## src/rtl/pc_seq_pkg.sv

```systemverilog
// pc_seq_pkg -- shared state encoding and defaults for the PC sequencer.
// Revision 1.0
`default_nettype none

package pc_seq_pkg;

  localparam int DEF_PC_W  = 10;
  localparam int DEF_CNT_W = 8;
  localparam int START_PC  = 0;

  typedef enum logic [1:0] {
    ST_IDLE     = 2'd0,
    ST_RUN      = 2'd1,
    ST_REDIRECT = 2'd2,
    ST_HALTED   = 2'd3
  } state_t;

endpackage

`default_nettype wire

```

## src/rtl/pc_sequencer_sat_counter.sv

```systemverilog
// sat_counter -- saturating up-counter with synchronous clear.
// Revision 1.0
`default_nettype none

module sat_counter #(
  parameter int WIDTH = 8
) (
  input  logic             clk,
  input  logic             rst_n,
  input  logic             clr,
  input  logic             inc,
  output logic [WIDTH-1:0] count
);

  always_ff @(posedge clk or negedge rst_n) begin
    if (!rst_n) begin
      count <= '0;
    end else if (clr) begin
      count <= '0;
    end else if (inc && (count != '1)) begin
      count <= count + WIDTH'(1);
    end
  end

endmodule

`default_nettype wire

```

## src/rtl/pc_sequencer.sv

```systemverilog
// pc_sequencer -- fetch-PC sequencer with one-bubble table-driven branch redirect.
// Revision 1.0
`default_nettype none

module pc_sequencer
  import pc_seq_pkg::*;
#(
  parameter int PC_W  = DEF_PC_W,
  parameter int CNT_W = DEF_CNT_W
) (
  input  logic             Clk,
  input  logic             Reset,
  input  logic             Start,
  input  logic             HaltReq,
  input  logic             Stall,
  input  logic             BranchReq,
  input  logic             BranchTaken,
  input  logic [3:0]       BranchPtr,
  output logic [3:0]       LutAddr,
  input  logic [PC_W-1:0]  LutTarget,
  output logic [PC_W-1:0]  ProgCounter,
  output logic             Flush,
  output logic             Busy,
  output logic             Done,
  output logic [CNT_W-1:0] BranchCount
);

  state_t          state, state_nxt;
  logic [PC_W-1:0] pc_nxt;
  logic [PC_W-1:0] branch_pc, branch_pc_nxt;
  logic [3:0]      lut_addr_nxt;
  logic            cnt_clr, cnt_inc;

  always_ff @(posedge Clk or negedge Reset) begin
    if (!Reset) begin
      state <= ST_IDLE;
    end else begin
      state <= state_nxt;
    end
  end

  always_ff @(posedge Clk or negedge Reset) begin
    if (!Reset) begin
      ProgCounter <= PC_W'(START_PC);
      branch_pc   <= '0;
      LutAddr     <= '0;
    end else begin
      ProgCounter <= pc_nxt;
      branch_pc   <= branch_pc_nxt;
      LutAddr     <= lut_addr_nxt;
    end
  end

  always_comb begin
    state_nxt     = state;
    pc_nxt        = ProgCounter;
    branch_pc_nxt = branch_pc;
    lut_addr_nxt  = LutAddr;
    cnt_clr       = 1'b0;
    cnt_inc       = 1'b0;
    case (state)
      ST_IDLE, ST_HALTED: begin
        if (Start) begin
          state_nxt = ST_RUN;
          pc_nxt    = PC_W'(START_PC);
          cnt_clr   = 1'b1;
        end
      end
      ST_RUN: begin
        if (HaltReq) begin
          state_nxt = ST_HALTED;
        end else if (Stall) begin
          state_nxt = ST_RUN;
        end else if (BranchReq && BranchTaken) begin
          state_nxt     = ST_REDIRECT;
          lut_addr_nxt  = BranchPtr;
          branch_pc_nxt = ProgCounter;
        end else begin
          pc_nxt = ProgCounter + PC_W'(1);
        end
      end
      ST_REDIRECT: begin
        // Offset is already PC_W wide, so a plain add is the sign-extended modular sum.
        if (!Stall) begin
          state_nxt = ST_RUN;
          pc_nxt    = branch_pc + LutTarget;
          cnt_inc   = 1'b1;
        end
      end
      default: state_nxt = ST_IDLE;
    endcase
  end

  always_comb begin
    Flush = (state == ST_REDIRECT);
    Busy  = (state == ST_RUN) || (state == ST_REDIRECT);
    Done  = (state == ST_HALTED);
  end

  sat_counter #(
    .WIDTH (CNT_W)
  ) u_branch_cnt (
    .clk   (Clk),
    .rst_n (Reset),
    .clr   (cnt_clr),
    .inc   (cnt_inc),
    .count (BranchCount)
  );

endmodule

`default_nettype wire

```

## config.mk

```make
export PLATFORM = sky130hd
export DESIGN_NAME = pc_sequencer
export DESIGN_NICKNAME = d
export VERILOG_FILES = /design/src/rtl/pc_seq_pkg.sv /design/src/rtl/pc_sequencer_sat_counter.sv /design/src/rtl/pc_sequencer.sv
export SDC_FILE = /design/constraint.sdc
export NUM_CORES = 1
export LEC_CHECK = 0
export CORE_MARGIN = 4
export CORE_UTILIZATION = 55
export CTS_CLUSTER_SIZE = 40
export DETAILED_ROUTE_END_ITERATION = 16
export PLACE_DENSITY = 0.83
export SYNTH_ARGS = -nofsm -noshare
export SYNTH_HDL_FRONTEND = slang
export SYNTH_HIERARCHICAL = 1
export SYNTH_SLANG_ARGS = --single-unit
```

## constraint.sdc

```tcl
create_clock -name Clk -period 4 [get_ports Clk]
set_input_delay 0.6 -clock Clk [delete_from_list [all_inputs] [get_ports Clk]]
set_output_delay 0.6 -clock Clk [all_outputs]
set_load 0.01 [all_outputs]
```

# After elaboration in Yosys (flattened, before gate mapping)
# Index checks and enable logic that the tools add are counted.
[classes]
addsub = 3
n_eq_ne = 10
mux = 18
bitwise_logic = 2
n_reduce_logical = 9
[op_table]
columns = ["operator", "n"]
rows = [
  ["$mux 10", 5],
  ["$pmux 10 s3", 1],
  ["$mux 8", 2],
  ["$add 10x1->10 const B", 1],
  ["$add 10x10->10", 1],
  ["$mux 2", 5],
  ["$ne 2x2->1 const B", 5],
  ["$add 8x1->8 const B", 1],
  ["$ne 8x8->1 const B", 1],
  ["$pmux 2 s3", 1],
  ["$reduce_and 5->1", 1],
  ["$eq 2x2->1 const B", 2],
  ["$mux 1", 4],
  ["$ne 4x4->1 const B", 1],
  ["$reduce_and 4->1", 1],
  ["$reduce_and 3->1", 1],
  ["$eq 2x1->1 const B", 1],
  ["$logic_and 1x1->1", 2],
  ["$logic_not 2->1", 1],
  ["$not 1->1", 2],
  ["$reduce_bool 2->1", 1],
  ["$reduce_or 2->1", 1],
  ["$logic_or 1x1->1", 1],
]
[word_totals]
reg_bits = 34
out_inout_bits = 25

# Logic depth before layout (Yosys ltp)
[depth]
word_depth = 5
ltp_mapped = 8

# By module
# Netlist, hierarchy kept.
[modules_own_cells]
columns = ["mod", "n_inst", "cells_each", "area_each_um2", "seq_area_each_um2"]
rows = [
  ["pc_sequencer", 1, 186, 1770.4, 650.6],
  ["sat_counter", 1, 49, 464.2, 200.2],
]

# Worst setup path after synthesis
# Ideal clock, no wire load.
[synth_timing]
path_kind = "input to register"
startpoint = "input LutTarget[0]"
endpoint = "register ProgCounter[8]"
setup_ns = 0.138
t_arrival_ns = 1.922
required_ns = 3.862
path_slack_ns = 1.939
cell_stages = 8
path_buffers = 0
cell_sequence = "ha_1 > inv_1 > fa_1 > nor2b_1 > o31a_1 > o211ai_1 > a21boi_0 > o221ai_1"
[synth_between]
elab_chain_len = 3
[synth_lines]
columns = ["element", "line_no", "rtl"]
rows = [
  ["start: declaration", "pc_sequencer.sv:20", "input logic [PC_W-1:0] LutTarget,"],
  ["$add 10x10->10", "pc_sequencer.sv:86", "pc_nxt = branch_pc + LutTarget;"],
  ["$mux 10", "pc_sequencer.sv:84", "if (!Stall) begin"],
  ["$pmux 10 s3", "pc_sequencer.sv:61", "case (state)"],
  ["end signal: assignment", "pc_sequencer.sv:44", "ProgCounter <= PC_W'(START_PC);"],
  ["end signal: assignment", "pc_sequencer.sv:48", "ProgCounter <= pc_nxt;"],
  ["end: declaration", "pc_sequencer.sv:21", "output logic [PC_W-1:0] ProgCounter,"],
]
# No other way between the ends. The select of a mux whose other input is x is not followed.
# A chain may end at the register's enable or synchronous reset.

# Worst setup path after layout
# Ends and elaborated chain as after synthesis.

==> results.md <==
- Post-synth EDFFs: 0
- # rows: 22
- Post CTS Setup Buffer Count: 0
- Main synth FF type: dfrtp_1
- Worst Hold Launch: branch_pc[2]
- I/O Pins: 46
- Setup_tns: 0 ps
- Most numerous cell in the Yosys netlist: dfrtp_1
- Register area share after synthesis: 0.3807
- Area Overhead vs Synth: 25.53%
- Initial antenna violation count: 0
- Worst r2r path cells: 6
- H-Tree Depth: 2
- Setup crit start kind: input port
- Clk pin slew, worst setup/hold paths: 60 ps
- Die height: 71.74 µm
- # port buffers: 45
- ANT cells: 0
- Yosys cell types: 56
- DR vias: 1964
- Worst r2r src: state[1]
- # DRC: 0
- CTS tree: yes
- CTS resizes: 0
- VDD IR-drop max: 0.3604 mV
- Cell area after synthesis: 0.002235 mm²
- Biggest area consumer among synthesized cells: dfrtp_1
- Share of the synthesized area in the top cell type: 0.3807
- Reg area: 850.8 µm²
- Max Freq: 407.9 MHz
- Unrepaired setup endpoints after global routing: no
- Worst reg2reg setup slack: 1670 ps
- Hold Path Stages: 1
- Drt total wl: 4970 µm
- Max Root-Sink Buffers: 2
- Mapped Avg Cell Area: 9.509 µm²
- CP arrival: 2570 ps
- DPL Wire Length: 3664 µm
- Final hold violations: 0
- ANT nets after route: 0
- Post-layout min period: 2452 ps
- Post-synth ARST share: 1.000
- Number of global-route vias before repair: 1867
- Leakage: 0.001222 µW
- Mapped Cells: 235
- Ys Warns: 6
- Mean routed wirelength per cell: 15.15 µm
- Vias per Instance: 5.988
- End of the worst register-to-register path: ProgCounter[5]
- First DRT Iteration DRCs: 103
- GRT Overall Usage: 0.2029
- Layout Skew: 5.273 ps
- Area of the multi-input gates: 0.001301 mm²
- Status: complete, no violations
- Clk_lat worst skew: 280 ps
- Synth cell count leaders: 34 x dfrtp_1, 22 x o21ai_0, 16 x mux2_2
- Final WS setup: 1548 ps
- Pre-CTS WS: 1247 ps
- Synthesized net count: 271
- Hold-fix buffers at CTS: 0
- Slew headroom: 0.3807
- CTS buffer count: 5
- WHS Endpoint: branch_pc[2]
- Worst slew pin tran: 924.8 ps
- 1st-pass router iterations: 4
- Worst-path fanout max: 5
- Pins Over Slew Limit: 0
- Share of layout cells above drive strength 1: 0.1000
- Pin count of the biggest net entering global routing: 35
- PD cells: 491.3 mW/mm²
- Final Cycle Share: 0.6130
- Data required, critical path: 4120 ps
- Core area: 0.003799 mm²
- Synth top area cells: dfrtp_1 38%, mux2_2 8.1%, ha_1 7.8%
- Final GP Congestion: 0.8052
- Filler cell count: 304
- Clock Tree Root: clkbuf_8
- Die X: 71.74 µm
- Starting Density: 0.5883
- Global route overflow: 0
- Hold Crit Class: flip-flop to flip-flop
- Flops & latches, synth: 34
- Max Cap Viol: 0
- First-pass GRT wire length: 8452 µm
- Worst setup path class: input port to flip-flop
- Total die area: 0.005147 mm²
- Sink Count: 34
- Final setup vio count: 0
- Nets: 317
- Crit end category: flip-flop
-- routing by layer --
layer  up-vias  global-route usage  part of all wire
met5         -                   0                 0
met4         0             0.04593             0.010
met3         9             0.04488             0.058
met2        59              0.3133              0.46
met1       931              0.2904              0.47
li1        965                   -                 -
-- worst max-delay path by stage --
stage / startpoint / end / cells after the start
2_1_floorplan: LutTarget[0] / ProgCounter[8] / 8
4_1_cts: LutTarget[0] / ProgCounter[8] / 9
3_5_place_dp: LutTarget[0] / ProgCounter[8] / 9
3_3_place_gp: LutTarget[0] / ProgCounter[8] / 9
6_report: LutTarget[0] / ProgCounter[8] / 9
5_1_grt: LutTarget[0] / ProgCounter[8] / 9
-- final cells by class --
type	instances	area share
timing repair buffer	46	0.1632
inverter	14	0.01873
tap	48	0.02141
multi-input combinational	180	0.4639
clock buffer	6	0.02944
sequential	34	0.3033
-- cell usage in the layout, fill, tap and decap left out, types with 4 or more instances in the layout --
cell              n
a21o_1            4
o21ai_0          22
nand4_1           4
nand3_1           6
mux2_2           16
nor3_1            9
dfrtp_1          34
nor2_1           10
clkbuf_8          6
nor2b_1           7
ha_1             14
xnor2_1           4
nand2b_1          6
a21oi_1          13
nand2_1          12
inv_1            14
o211ai_1          4
clkdlybuf4s50_1  45
-- cells by family (layout without fill, tap and decap cells) --
| group | Yosys count | after routing | share of synthesized area |
|---|---|---|---|
| compound gates | 72 | 72 | 0.2150 |
| simple gates | 71 | 71 | 0.1753 |
| flops | 34 | 34 | 0.3807 |
| buf+inv | 21 | 66 | 0.03695 |
| mux | 17 | 17 | 0.08511 |
| fa+ha+maj | 15 | 15 | 0.08735 |
| xor+xnor | 5 | 5 | 0.01960 |
-- flip-flops by register name, summed over array words and instances (netlist names) --
register	cells
state	2
u_branch_cnt/count	8
ProgCounter	10
LutAddr	4
branch_pc	10
-- power breakdown --
| part | switching, µW | leakage, µW | total [µW] | internal, µW |
|---|---|---|---|---|
| logic | 337 | 0.000722 | 641 | 303 |
| registers | 73.4 | 0.000457 | 490 | 416 |
| clock network | 115 | 0.0000431 | 248 | 133 |
| total | 526 | 0.00122 | 1380 | 852 |
-- worst max-delay path, cell delays in order --
cell and delay, ps:
clkdlybuf4s50_1 470, ha_1 210, inv_1 70, fa_1 400, nor2b_1 160, o31a_1 230, o211ai_1 120, a21boi_0 190
o221ai_1 120
-- through the flow --
| step | std cells | area, µm² | hold WS (ps) | power [µW] | utilization |
|---|---|---|---|---|---|
| 2_1_floorplan | 235 | 2235 | 304.4 | 887.7 | - |
| 4_1_cts | 328 | 2805 | 512.1 | 1385 | 0.7385 |
| 6_report | 328 | 2805 | 510.3 | 1378 | 0.7385 |
| 5_1_grt | 328 | 2805 | 526.8 | 1481 | 0.7385 |
| 3_5_place_dp | 322 | 2723 | 497.3 | 1131 | 0.7167 |
| 3_3_place_gp | 322 | 2723 | 486.6 | 1109 | 0.7167 |
Note: power is estimated with default switching activity, not from simulation.
